**src/rtl/fpu_op_dispatcher.sv**
```systemverilog
// fpu_op_dispatcher
// Command front-end for FPU_Interface2. Commands (opcode, angle region,
// two operands) are queued in a small FIFO and issued one at a time using
// the FPU begin/ready/ack handshake. Each result and its flags are captured
// and offered on a valid/ready result port.
//
// Optional feature: define FPU_DISPATCH_TIMEOUT_EN to bound the wait for
// fpu_operation_ready to TIMEOUT cycles. A timed-out operation completes
// with res_data = 0 and res_flags = 4'b1000. Without the macro the wait is
// unbounded and res_flags[3] is always 0.
module fpu_op_dispatcher #(
  parameter int W       = 32,
  parameter int DEPTH   = 4,
  parameter int AW      = 2,
  parameter int TIMEOUT = 1023
) (
  input  logic         clk,
  input  logic         rst,
  // command port
  input  logic         cmd_valid,
  output logic         cmd_ready,
  input  logic [2:0]   cmd_operation,
  input  logic [1:0]   cmd_region,
  input  logic [W-1:0] cmd_data_1,
  input  logic [W-1:0] cmd_data_2,
  input  logic [1:0]   r_mode_in,
  // FPU side
  output logic         fpu_begin_operation,
  output logic         fpu_ack_operation,
  output logic [2:0]   fpu_operation,
  output logic [1:0]   fpu_region_flag,
  output logic [W-1:0] fpu_data_1,
  output logic [W-1:0] fpu_data_2,
  output logic [1:0]   fpu_r_mode,
  input  logic         fpu_operation_ready,
  input  logic [W-1:0] fpu_op_result,
  input  logic         fpu_overflow_flag,
  input  logic         fpu_underflow_flag,
  input  logic         fpu_NaN_flag,
  // result port
  output logic         res_valid,
  input  logic         res_ready,
  output logic [W-1:0] res_data,
  output logic [3:0]   res_flags
);

  // FSM encoding
  localparam logic [1:0] S_IDLE = 2'd0;
  localparam logic [1:0] S_WAIT = 2'd1;
  localparam logic [1:0] S_ACK  = 2'd2;
  localparam logic [1:0] S_OUT  = 2'd3;

  // One FIFO entry: {operation, region, data_1, data_2}
  localparam int EW = 5 + 2 * W;
  localparam logic [AW:0] FULL_CNT = (AW + 1)'(DEPTH);

  logic [EW-1:0] fifo_q [DEPTH];
  logic [AW-1:0] wr_ptr_q, rd_ptr_q;
  logic [AW:0]   count_q;

  logic [1:0]    state_q, state_d;
  logic [2:0]    op_q, op_d;
  logic [1:0]    rg_q, rg_d;
  logic [W-1:0]  d1_q, d1_d;
  logic [W-1:0]  d2_q, d2_d;
  logic [W-1:0]  res_data_q, res_data_d;
  logic [3:0]    res_flags_q, res_flags_d;

  logic          push, pop;
  logic          fifo_empty;
  logic [EW-1:0] head;

`ifdef FPU_DISPATCH_TIMEOUT_EN
  localparam int TW = (TIMEOUT < 1) ? 1 : $clog2(TIMEOUT + 1);
  localparam logic [TW-1:0] TMO_LAST = TW'(TIMEOUT - 1);
  logic [TW-1:0] tmo_q, tmo_d;
`else
  logic unused_timeout;
  assign unused_timeout = ^TIMEOUT;
`endif

  assign cmd_ready  = (count_q != FULL_CNT);
  assign fifo_empty = (count_q == '0);
  assign push       = cmd_valid & cmd_ready;
  assign head       = fifo_q[rd_ptr_q];

  // FIFO storage: payload only, no reset needed since count gates reads
  always_ff @(posedge clk) begin
    if (push) begin
      fifo_q[wr_ptr_q] <= {cmd_operation, cmd_region, cmd_data_1, cmd_data_2};
    end
  end

  // FIFO pointers and occupancy; a simultaneous push and pop keeps count
  always_ff @(posedge clk) begin
    if (!rst) begin
      wr_ptr_q <= '0;
      rd_ptr_q <= '0;
      count_q  <= '0;
    end else begin
      if (push) wr_ptr_q <= wr_ptr_q + 1'b1;
      if (pop)  rd_ptr_q <= rd_ptr_q + 1'b1;
      case ({push, pop})
        2'b10:   count_q <= count_q + 1'b1;
        2'b01:   count_q <= count_q - 1'b1;
        default: count_q <= count_q;
      endcase
    end
  end

  // Next-state logic: issue, wait for ready, drain ready through ACK, offer result
  always_comb begin
    state_d     = state_q;
    op_d        = op_q;
    rg_d        = rg_q;
    d1_d        = d1_q;
    d2_d        = d2_q;
    res_data_d  = res_data_q;
    res_flags_d = res_flags_q;
    pop         = 1'b0;
`ifdef FPU_DISPATCH_TIMEOUT_EN
    tmo_d       = tmo_q;
`endif
    case (state_q)
      S_IDLE: begin
        if (!fifo_empty) begin
          {op_d, rg_d, d1_d, d2_d} = head;
          pop     = 1'b1;
          state_d = S_WAIT;
`ifdef FPU_DISPATCH_TIMEOUT_EN
          tmo_d   = '0;
`endif
        end
      end
      S_WAIT: begin
        if (fpu_operation_ready) begin
          // Result is taken on the very first ready cycle only
          res_data_d  = fpu_op_result;
          res_flags_d = {1'b0, fpu_NaN_flag, fpu_underflow_flag, fpu_overflow_flag};
          state_d     = S_ACK;
`ifdef FPU_DISPATCH_TIMEOUT_EN
        end else if (tmo_q == TMO_LAST) begin
          // TIMEOUT cycles spent in WAIT; ACK still drains a late ready
          res_data_d  = '0;
          res_flags_d = 4'b1000;
          state_d     = S_ACK;
        end else begin
          tmo_d = tmo_q + 1'b1;
`endif
        end
      end
      S_ACK: begin
        if (!fpu_operation_ready) begin
          state_d = S_OUT;
        end
      end
      S_OUT: begin
        if (res_ready) begin
          state_d = S_IDLE;
        end
      end
      default: state_d = S_IDLE;
    endcase
  end

  // State and registered FPU/result outputs; all cleared by reset
  always_ff @(posedge clk) begin
    if (!rst) begin
      state_q     <= S_IDLE;
      op_q        <= '0;
      rg_q        <= '0;
      d1_q        <= '0;
      d2_q        <= '0;
      res_data_q  <= '0;
      res_flags_q <= '0;
    end else begin
      state_q     <= state_d;
      op_q        <= op_d;
      rg_q        <= rg_d;
      d1_q        <= d1_d;
      d2_q        <= d2_d;
      res_data_q  <= res_data_d;
      res_flags_q <= res_flags_d;
    end
  end

`ifdef FPU_DISPATCH_TIMEOUT_EN
  // Cycle counter for the wait on fpu_operation_ready
  always_ff @(posedge clk) begin
    if (!rst) begin
      tmo_q <= '0;
    end else begin
      tmo_q <= tmo_d;
    end
  end
`endif

  assign fpu_begin_operation = (state_q == S_WAIT);
  assign fpu_ack_operation   = (state_q == S_ACK);
  assign res_valid           = (state_q == S_OUT);
  assign fpu_operation       = op_q;
  assign fpu_region_flag     = rg_q;
  assign fpu_data_1          = d1_q;
  assign fpu_data_2          = d2_q;
  assign fpu_r_mode          = r_mode_in;
  assign res_data            = res_data_q;
`ifdef FPU_DISPATCH_TIMEOUT_EN
  assign res_flags           = res_flags_q;
`else
  assign res_flags           = {1'b0, res_flags_q[2:0]};
`endif

endmodule
```
**config.mk**
```make
export PLATFORM = sky130hd
export DESIGN_NAME = fpu_op_dispatcher
export DESIGN_NICKNAME = d
export VERILOG_FILES = /design/src/rtl/fpu_op_dispatcher.sv
export SDC_FILE = /design/constraint.sdc
export NUM_CORES = 1
export LEC_CHECK = 0
export ABC_AREA = 1
export BUFFER_PORTS_ARGS = -buffer_cell sky130_fd_sc_hd__buf_2
export CAP_MARGIN = 30
export CORE_MARGIN = 2
export CORE_UTILIZATION = 40
export CTS_CLUSTER_DIAMETER = 60
export CTS_CLUSTER_SIZE = 14
export DETAILED_ROUTE_END_ITERATION = 8
export PLACE_DENSITY_LB_ADDON = 0.25
export SYNTH_ARGS = -nofsm -noshare
export SYNTH_HDL_FRONTEND = slang
export SYNTH_SLANG_ARGS = --single-unit
```
**constraint.sdc**
```tcl
create_clock -name clk -period 4.3 [get_ports clk]
set_input_delay 0.645 -clock clk [delete_from_list [all_inputs] [get_ports clk]]
set_output_delay 0.645 -clock clk [all_outputs]
set_load 0.02 [all_outputs]
```
# == Word level (Yosys, flattened, before mapping) ==
# Memory sizes are Yosys's and may differ from the RTL's. A register that Yosys moved wholly into a read port is not among the register bits.
# Index checks and enable logic that the tools add are counted.
# classes
n_mux,10
addsub,4
n_eq_ne,10
reduce_logical,7
bitwise_logic,2
# op_table
operator,count
2-bit two-way mux,4
2-bit case mux with 4 select lines,1
"2-bit equality test, second input constant",3
3-bit case mux with 2 select lines,1
"2-bit by 1-bit adder with 2-bit output, second input constant",2
"2-bit by 1-bit equality test with 1-bit output, second input constant",2
1-bit two-way mux,4
"2-bit by 1-bit != test with 1-bit output, second input constant",2
"2-bit != test, second input constant",2
2-bit AND reduction,2
4-bit AND reduction,1
"3-bit by 1-bit adder with 3-bit output, second input constant",1
3-bit zero test,1
"3-bit != test, second input constant",1
"3-bit by 1-bit subtractor with 3-bit output, second input constant",1
2-bit zero test,1
2-bit nonzero test,1
1-bit AND,1
1-bit zero test,1
1-bit inverter,1
# totals
mem_count,1
output_inout_bits,111
register_bits,44
word_cells,40
input_bits,111
ramBits,276
# memory_table
memory,words,width,rd,rd_ports_with_merged_regs,write_ports,line,text
fifo_q,4,69,1,1,1,57,logic [EW-1:0] fifo_q [DEPTH];

# == Depth between registers and ports, before layout ==
# Gate-level depths: netlist of run 1.
# logic_depth
word_depth,5
mapped_depth,12
mapped_depth_nobuf,11

# == Worst setup path after synthesis of run 1 ==
# OpenSTA, ideal clock, no wires.
# synth_path
kind,flip-flop to flip-flop
from,register count_q[0]
to,memory fifo_q[0][0] (netlist name) (enable)
required_time_ns,3.803
n_path_buf,0
path_stages_with_launch,5
setup_time_ns,0.497
t_arrival_ns,3.734
path_slack_ns,0.070
path_cell_list,dfxtp_1 > nor2_1 > nand2_1 > nand2_1 > nor2_1
# synth_between
elab_chain_len,4
# synth_rtl
item,line,text
"start, declared",59,logic [AW:0] count_q;
"start signal, assigned",104,2'b10: count_q <= count_q + 1'b1;
"start signal, assigned",105,2'b01: count_q <= count_q - 1'b1;
"start signal, assigned",106,default: count_q <= count_q;
3-bit != test,82,assign cmd_ready = (count_q != FULL_CNT);
net cmd_ready,21,"output logic cmd_ready,"
1-bit AND,84,assign push = cmd_valid & cmd_ready;
1-bit two-way mux,89,if (push) begin
1-bit two-way mux (not written as such),90,"fifo_q[wr_ptr_q] <= {cmd_operation, cmd_region, cmd_data_1, cmd_data_2};"
"end, declared",57,
# The timed path passes the listed nets, and every way through them passes these cells.

# == Worst setup path in the final report of run 1 ==
# layout_path
from,register count_q[0]
to,register count_q[2]
# layout_between
elab_chain_len,5
# layout_rtl
item,line,text
3-bit zero test,83,assign fifo_empty = (count_q == '0);
1-bit two-way mux,126,if (!fifo_empty) begin
1-bit two-way mux,124,case (state_q)
2-bit by 1-bit equality test with 1-bit output or 2-bit equality test (tied branches),103,"case ({push, pop})"
3-bit case mux with 2 select lines or 2-bit nonzero test (tied branches),n/a,
# Several ways; a longest one is shown, not always the timed one.
# A chain may end at the register's enable or synchronous reset.

==> flow_summary.yaml, run 1 <==
worst_hold_path:
  min-delay-start: "cmd_data_1[1]"
  hold_path.class: "primary input to flop"
sta:
  period_share_pct: 51.4
  setup_viol: 0
  fin_skew_ns: 0.0203
  fmax_mhz: 452
  fin_ws_ns: 2.09
  whs_ns: 0.320
  slew_violations: 0
  rsz0062_at_grt: "no"
  relSlewSlack_pct: 32.5
  max_slew.worst_pin.slew_ns: 1.01
  fin_crit_ns: 2.21
  hold_viol_final: 0
  fin_tns_setup_ns: 0
logic_synthesis:
  synth_top_area_share_pct: 52.2
  synthCells: 1625
  synth_cell_types: 21
  syn_area_um2: 15900
  synth_top_cell_by_area: "edfxtp_1"
  synth_top_family_by_area: "simple AND/OR/NAND/NOR gates"
  ys_ff_latch: 389
  syn-num-nets: 1747
  synth_xor_xnor_area_share_pct: 0.110
  ys_warn_count: 0
  synth_mux_area_share_pct: 0
  synth_area_leaders: "edfxtp_1, dfxtp_1, nor2_1"
  synth_fa_ha_area_share_pct: 0.915
  synth-simple-area-share_pct: 20.7
  synth_area_per_cell_um2: 9.77
  synth_compound_area_share_pct: 3.47
  yosysSeqAreaShare_pct: 66.5
pwr:
  vdd_drop_max_uv: 361
  leakage_nw: 7.76
  p_per_area_nw_per_um2: 657
  total_power_w: 0.0121
setup_path:
  crit_fanout: 8
  reg2reg_from: "count_q[0]"
  crit_required_ns: 4.73
  crit_type: "flop to flop"
  arrival_ns: 2.64
  critPathLaunch: "count_q[0]"
  end_kind: "flop"
  start_kind: "flop"
global_route:
  grt_first_pass_wirelength_um: 54300
  grt_pass1_vias: 9863
  grt_remaining_overflow: 0
  antenna_found_initial: 7
  track_usage_pct: 16.8
  grt_max_degree: 97
floorplan:
  die_area_um2: 41300
  rows: 72
  die_y_um: 203
  core_region_area_um2: 38900
  boundaryPins: 222
  die_w_um: 203
  start_util_pct: 40.8
routing:
  wl_per_cell_um: 14.7
  vias_per_cell: 4.51
  wl_um: 34700
  routed-via-count: 10600
  drt_iter0_markers: 576
  ant_nets: 0
  dr.pass1.iters: 5
  drc: 0
finish:
  multi_input_area_um2: 4040
  layout_commonest_cell: "nor2_1"
  final_core_util_pct: 47.4
  layout-drive-gt1-share_pct: 15.8
  fillerInstances: 3595
  finish.net_count: 1937
  area_growth_syn_to_layout_pct: 16.1
  seq_area_um2: 10600
  mostFrequentLayoutCells: "nor2_1, nand2_1, edfxtp_1, inv_1, buf_2"
clock_tree:
  cts_buffers: 36
  cts_resized: 0
  htree_levels: 2
  postCtsSetupRepairBufs: 0
  clkSinkCount: 389
  clkLatencyLatePin_ns: 0.54
  postCtsHoldBufs: 0
  cts_root_buf: "clkbuf_16"
  clockBufferDepth: 3
  path_clk_slew_ns: 0.07
  cts_tree: "yes"
outcome:
  status: "completed"
place:
  portBuffers: 216
  place_ws_ns: 1.75
  dp_hpwl_um: 19700
  globalplace.congestion: 0.744
job:
  drv_cap: 0
final cells by class:
cell class	count	share of cell area (%)
Sequential cell	389	57.3
Multi-Input combinational cell	928	21.9
Timing Repair Buffer	232	6.65
Clock buffer	48	5.36
Inverter	228	4.66
Tap cell	518	3.52
Clock inverter	10	0.591
Antenna cell	2	0.0272
Yosys cell counts (all sizes together):
library cell / n
nand3: 73
nor3: 1
o21ai: 40
fa: 1
ha: 10
a21oi: 70
nor2: 370
clkbuf: 21
inv: 227
and2: 69
buf: 59
conb: 1
dfxtp: 113
edfxtp: 276
clkinv: 1
xor2: 2
nand2: 291
sequential cells by signal, summed over array words and instances (netlist names):
register and flops:
fifo_q 276, fpu_data_1 32, fpu_data_2 32, res_data 32
count_q 3, fpu_operation 3, res_flags_q 3, fpu_region_flag 2
rd_ptr_q 2, state_q 2, wr_ptr_q 2
final timing paths:
kind,slack [ns],depth (start not counted),end
hold / removal,0.32,1,fifo_q[0][33]
setup reg to reg,2.09,9,count_q[2]
setup / recovery,2.09,9,count_q[2]
hold reg to reg,0.48,2,res_data[25]
kinds of logic (layout without fill, tap and decap cells):
logic type	Yosys count	count (layout)
buf+inv	308	518
fa+ha+maj	11	11
xor+xnor	2	2
compound gates	110	110
flops	389	389
simple gates	804	804
other cells	1	3
critical path, cell delays in order, from the launching register on:
cell and delay, ns:
dfxtp_1 0.40, nor2_1 0.10, nand2_1 0.09, nand2_1 0.31
ha_1 0.39, fa_1 0.39, nor2_1 0.16, nor2_1 0.06
o21ai_0 0.15, nor2_1 0.05
power by group:
| part | internal (W) | switching [W] |
|---|---|---|
| Clock | 0.00173 | 0.00135 |
| Combinational | 0.00127 | 0.00260 |
| Sequential | 0.00474 | 0.000415 |
| Total | 0.00774 | 0.00437 |
stage by stage:
| stage | std cells | instance area [um^2] |
|---|---|---|
| 2_1_floorplan | 1625 | 15900 |
| 3_3_place_gp | 2295 | 17300 |
| 3_5_place_dp | 2295 | 17300 |
| 4_1_cts | 2353 | 18400 |
| 5_1_grt | 2353 | 18400 |
| 6_report | 2355 | 18400 |
metal layers:
metal | up-vias | share of wire, % | wire, um | track usage, %
met2 | 188 | 47 | 16300 | 27.7
li1 | 5454 | - | - | -
met4 | 10 | 1.8 | 618 | 4.85
met1 | 4927 | 46 | 15900 | 22.4
met3 | 50 | 5.3 | 1840 | 3.72
met5 | - | 0.17 | 58 | 0
No activity file was read; power rests on OpenSTA's default activity.
==> run 2: changes to the inputs <==
==> constraint.sdc (replaced) <==
create_clock -name clk -period 1.85 [get_ports clk]
set_input_delay 0.2775 -clock clk [delete_from_list [all_inputs] [get_ports clk]]
set_output_delay 0.2775 -clock clk [all_outputs]
set_load 0.02 [all_outputs]
==> run 2 against run 1 <==
Net effect:
- sequential share of layout area is 4.3 points lower
- flip-flop and latch count unchanged
- clock skew shrank 0.0030 ns
- count of clock-buffer cells in the layout grew 9
- setup slack got worse by 2.0 ns
- hold slack got worse by 0.28 ns
- wire length rose by 2.7%
- die area did not move
- register-to-register slack got worse by 1.9 ns
- total power increased by 140%
- critical path type is now flop to primary output
==> flow_summary.yaml, run 2 (same netlist as run 1, synthesis figures left out) <==
outcome:
  status: "completed"
setup_path:
  arrival_ns: 1.45
  end_kind: "primary output"
  crit_fanout: 3
  slowest_delay_ns: 0.33
  cp_slowest_cell: "dfxtp_1"
  crit_required_ns: 1.57
  start_kind: "flop"
  crit_type: "flop to primary output"
  path_cells: "inv_1, buf_4, ha_1, buf_2"
worst_hold_path:
  hold_path.class: "primary input to flop"
clock_tree:
  clkSinkCount: 389
  clkLatencyLatePin_ns: 0.55
  cts_root_buf: "clkbuf_16"
  clockBufferDepth: 3
  postCtsSetupRepairBufs: 0
  path_clk_slew_ns: 0.07
  cts_buffers: 37
  cts_tree: "yes"
  htree_levels: 2
routing:
  dr.pass1.iters: 7
  routed-via-count: 11100
  drc: 0
  wl_um: 35700
  wl_per_cell_um: 14.3
  drt_iter0_markers: 538
  vias_per_cell: 4.44
  ant_nets: 0
place:
  portBuffers: 216
  dp_hpwl_um: 19900
  globalplace.congestion: 0.770
  dpl.cell_count: 2314
sta:
  slew_violations: 0
  fin_tns_setup_ns: 0
  period_share_pct: 93.5
  rsz0062_at_grt: "no"
  fin_crit_ns: 1.73
  setup_viol: 0
  fmax_mhz: 578
  fin_skew_ns: 0.0173
  hold_viol_final: 0
global_route:
  grt_pass1_vias: 10500
  grt-busiest-layer: "met2"
  track_usage_pct: 17.5
  grt_remaining_overflow: 0
  antenna_found_initial: 3
  grt_use_met3_pct: 3.15
  grt_max_degree: 102
  grt_first_pass_wirelength_um: 56500
  grt_use_met2_pct: 30.3
  grt_use_met1_pct: 21.9
finish:
  fillerInstances: 3499
  area_growth_syn_to_layout_pct: 25.6
  regMostFlops: "fifo_q"
  finish.net_count: 2060
  largest_reg_flops: 276
  layout-drive-gt1-share_pct: 16.3
  layout_commonest_cell: "nor2_1"
  instances_no_fill: 2488
  mostFrequentLayoutCells: "nor2_1, nand2_1, edfxtp_1, inv_1, buf_2"
floorplan:
  die_y_um: 203
  core_region_area_um2: 38900
  boundaryPins: 222
  start_util_pct: 40.8
  die_area_um2: 41300
  die_w_um: 203
  rows: 72
pwr:
  clkPwrFrac_pct: 25.8
  switching_share_pct: 35.6
  p_int_w: 0.0188
  seq_power_share_pct: 40.0
  combPwrFrac_pct: 34.1
  p_switching_w: 0.0104
  leakage_nw: 8.39
  vdd_drop_max_uv: 942
  p_per_area_nw_per_um2: 1470
job:
  drv_cap: 0
[run 2: cell count changes in the layout (fill, tap and decap cells not counted), moves of 2 or more]
cell,delta
dlygate4sd3_1,+103
nand2_1,-3
clkbuf_16,+3
clkinv_4,-2
nor2_1,-2
clkbuf_1,+7
buf_4,+4
inv_6,+3
dfxtp_1,-2
buf_12,+14
[run 2: path summary, 6_finish.rpt]
| path | start | end | slack (ns) | depth (start not counted) |
|---|---|---|---|---|
| worst min-delay path | rst | count_q[1] | 0.04 | 3 |
| worst max register to register | count_q[1] | count_q[2] | 0.14 | 10 |
| worst max-delay path | state_q[0] | fpu_ack_operation | 0.12 | 4 |
| worst min register to register | res_data[30] | res_data[30] | 0.48 | 2 |
[run 2: cell type report]
cell class | instances | area [um^2] | share of cell area, %
multi-input cells | 928 | 4080 | 20.5
inverters | 228 | 860 | 4.31
clock buffers | 57 | 1070 | 5.39
flip-flops and latches | 389 | 10600 | 53.0
clock inverters | 11 | 129 | 0.646
well taps | 518 | 648 | 3.25
repair buffers | 354 | 2580 | 12.9
diodes | 3 | 7.51 | 0.0377
[run 2: metrics by stage]
| step | hold slack [ns] | power (W) | util, % | worst slack [ns] | cell area, um^2 |
|---|---|---|---|---|---|
| detailed placement | 0.469 | 0.0219 | 45.4 | 0.0337 | 17700 |
| floorplan | 0.376 | 0.0188 | - | -0.233 | 15900 |
| finish | 0.0423 | 0.0293 | 51.2 | 0.120 | 19900 |
| CTS | 0.00712 | 0.0297 | 51.2 | 0.0276 | 19900 |
| global placement | 0.460 | 0.0217 | 45.4 | 0.00650 | 17700 |
| global route | 0.0405 | 0.0313 | 51.2 | 0.00846 | 19900 |
[run 2: metal layers]
metal | vias to the layer above | wire [um]
met2 | 222 | 17500
met5 | - | 0
met1 | 5063 | 15600
met4 | 0 | 854
li1 | 5723 | -
met3 | 51 | 1750
[run 2: power by group through the flow]
stage	sequential (W)	clock [W]	combinational, W
6_report	0.0117	0.00756	0.00998
5_1_grt	0.0119	0.00813	0.0113
4_1_cts	0.0117	0.00782	0.0101
3_5_place_dp	0.0119	0	0.00994
3_3_place_gp	0.0119	0	0.00979
2_1_floorplan	0.0129	0	0.00592
[run 2: worst max-delay path, delay by kind of cell, from the launching register on]
kind	cells	cell delay (ns)
fa+ha+maj	1	0.22
buf+inv	3	0.36
flops	1	0.33
[run 2: timing repair]
action | CTS | global route
setup endpoints to repair | 0 | 46
hold endpoints to repair | 310 | 0
gates resized for setup | 0 | 5
hold buffers | 103 | 0
==> run 3: changes to the inputs <==
--- a/config.mk
+++ b/config.mk
@@ -13,6 +13,7 @@
 export CTS_CLUSTER_DIAMETER = 60
 export CTS_CLUSTER_SIZE = 14
 export DETAILED_ROUTE_END_ITERATION = 8
+export HOLD_SLACK_MARGIN = 0.08
 export PLACE_DENSITY_LB_ADDON = 0.25
 export SYNTH_ARGS = -nofsm -noshare
 export SYNTH_HDL_FRONTEND = slang
==> run 3 against run 2 <==
Net effect:
- first-iteration DRC count shrank 5.9%
- global-route usage is essentially flat
- non-clock buffer count grew 2
- critical path type unchanged
- maximum frequency is essentially flat
- clock skew shrank 0.0018 ns
- critical endpoint unchanged
- sequential power is essentially flat
- combinational power is essentially flat
==> flow_summary.yaml, run 3 (same netlist as run 1, synthesis figures left out) <==
outcome:
  status: "completed"
sta:
  fin_tns_setup_ns: 0
  fin_skew_ns: 0.0155
  slew_violations: 0
  fin_ws_ns: 0.119
  period_share_pct: 93.6
  fin_crit_ns: 1.73
  fmax_mhz: 578
  setup_viol: 0
  rsz0062_at_grt: "no"
  hold_viol_final: 0
routing:
  vias_per_cell: 4.45
  ant_nets: 0
  wl_um: 35700
  dr.pass1.iters: 5
  drt_iter0_markers: 506
  drc: 0
  wl_per_cell_um: 14.3
  routed-via-count: 11100
floorplan:
  die_w_um: 203
  core_region_area_um2: 38900
  die_y_um: 203
  start_util_pct: 40.8
  die_area_um2: 41300
  boundaryPins: 222
  rows: 72
setup_path:
  r2r_cells: 10
  crit_fanout: 3
  crit_type: "flop to primary output"
  arrival_ns: 1.45
  start_kind: "flop"
  end_kind: "primary output"
  crit_required_ns: 1.57
clock_tree:
  clkLatencyLatePin_ns: 0.55
  clkSinkCount: 389
  cts_buffers: 37
  cts_tree: "yes"
  clockBufferDepth: 3
  htree_levels: 2
  cts_root_buf: "clkbuf_16"
  path_clk_slew_ns: 0.07
worst_hold_path:
  hold_path_depth: 6
  hold_path.class: "primary input to flop"
global_route:
  grt_remaining_overflow: 0
  grt_pass1_vias: 10600
  track_usage_pct: 17.5
  grt_first_pass_wirelength_um: 56500
  grt_max_degree: 102
  antenna_found_initial: 3
pwr:
  seq_power_share_pct: 40.0
  switching_share_pct: 35.6
  p_per_area_nw_per_um2: 1470
  vdd_drop_max_uv: 950
  leakage_nw: 8.40
  combPwrFrac_pct: 34.1
  p_switching_w: 0.0104
  clkPwrFrac_pct: 25.8
  p_int_w: 0.0188
finish:
  fillerInstances: 3491
  area_growth_syn_to_layout_pct: 25.8
  layout-drive-gt1-share_pct: 16.3
  largest_reg_flops: 276
  finish.net_count: 2062
  layout_commonest_cell: "nor2_1"
  regMostFlops: "fifo_q"
  mostFrequentLayoutCells: "nor2_1, nand2_1, edfxtp_1, inv_1, buf_2"
job:
  drv_cap: 0
place:
  portBuffers: 216
  place_ws_ns: 0.0337
  globalplace.congestion: 0.770
  dp_hpwl_um: 19900
## run 3: worst paths after layout
path | slack, ns | from | end
min | 0.20 | fpu_operation_ready | state_q[0]
max reg2reg | 0.14 | count_q[1] | count_q[2]
max | 0.12 | state_q[0] | fpu_ack_operation
min reg2reg | 0.48 | res_data[30] | res_data[30]
## run 3: stage by stage
stage / cell area (um^2) / hold slack [ns] / utilization [%] / std cells / power (W)
3_3_place_gp: 17700 / 0.460 / 45.4 / 2314 / 0.0217
5_1_grt: 20000 / 0.211 / 51.3 / 2490 / 0.0313
6_report: 20000 / 0.196 / 51.3 / 2490 / 0.0293
3_5_place_dp: 17700 / 0.469 / 45.4 / 2314 / 0.0219
2_1_floorplan: 15900 / 0.376 / - / 1625 / 0.0188
4_1_cts: 19900 / 0.157 / 51.2 / 2487 / 0.0297
## run 3: cell type report
type                       count  area, um^2  share of cell area, %
clock inverter                11         129                  0.646
tap                          518         648                   3.25
antenna                        3        7.51                 0.0376
inverter                     228         860                   4.31
multi-input combinational    928        4080                   20.4
timing repair buffer         356        2600                   13.0
clock buffer                  57        1070                   5.38
sequential                   389       10600                   52.9
## run 3: critical path, stage by stage, from the launching register on
cell and delay [ns]:
dfxtp_1 0.33, inv_1 0.05, buf_4 0.13, ha_1 0.22, buf_2 0.18
## run 3: what timing repair did
action	4_1_cts	5_1_grt
gates resized for setup	0	5
hold endpoints to repair	316	0
buffers inserted	0	0
endpoints found under the setup margin	0	46
hold buffers	105	0
## run 3: routing by layer
metal	GRT usage, %	part of all wire [%]
met5	0	0
met4	6.73	2.4
met3	3.13	5.1
met2	30.2	49
met1	21.9	44
## run 3: power groups by stage
| stage | Combinational [W] | Clock [W] | Sequential, W |
|---|---|---|---|
| after global routing | 0.0113 | 0.00814 | 0.0119 |
| after CTS | 0.0101 | 0.00782 | 0.0117 |
| after detailed placement | 0.00994 | 0 | 0.0119 |
| after floorplan | 0.00592 | 0 | 0.0129 |
| after global placement | 0.00979 | 0 | 0.0119 |
| final | 0.00999 | 0.00757 | 0.0117 |
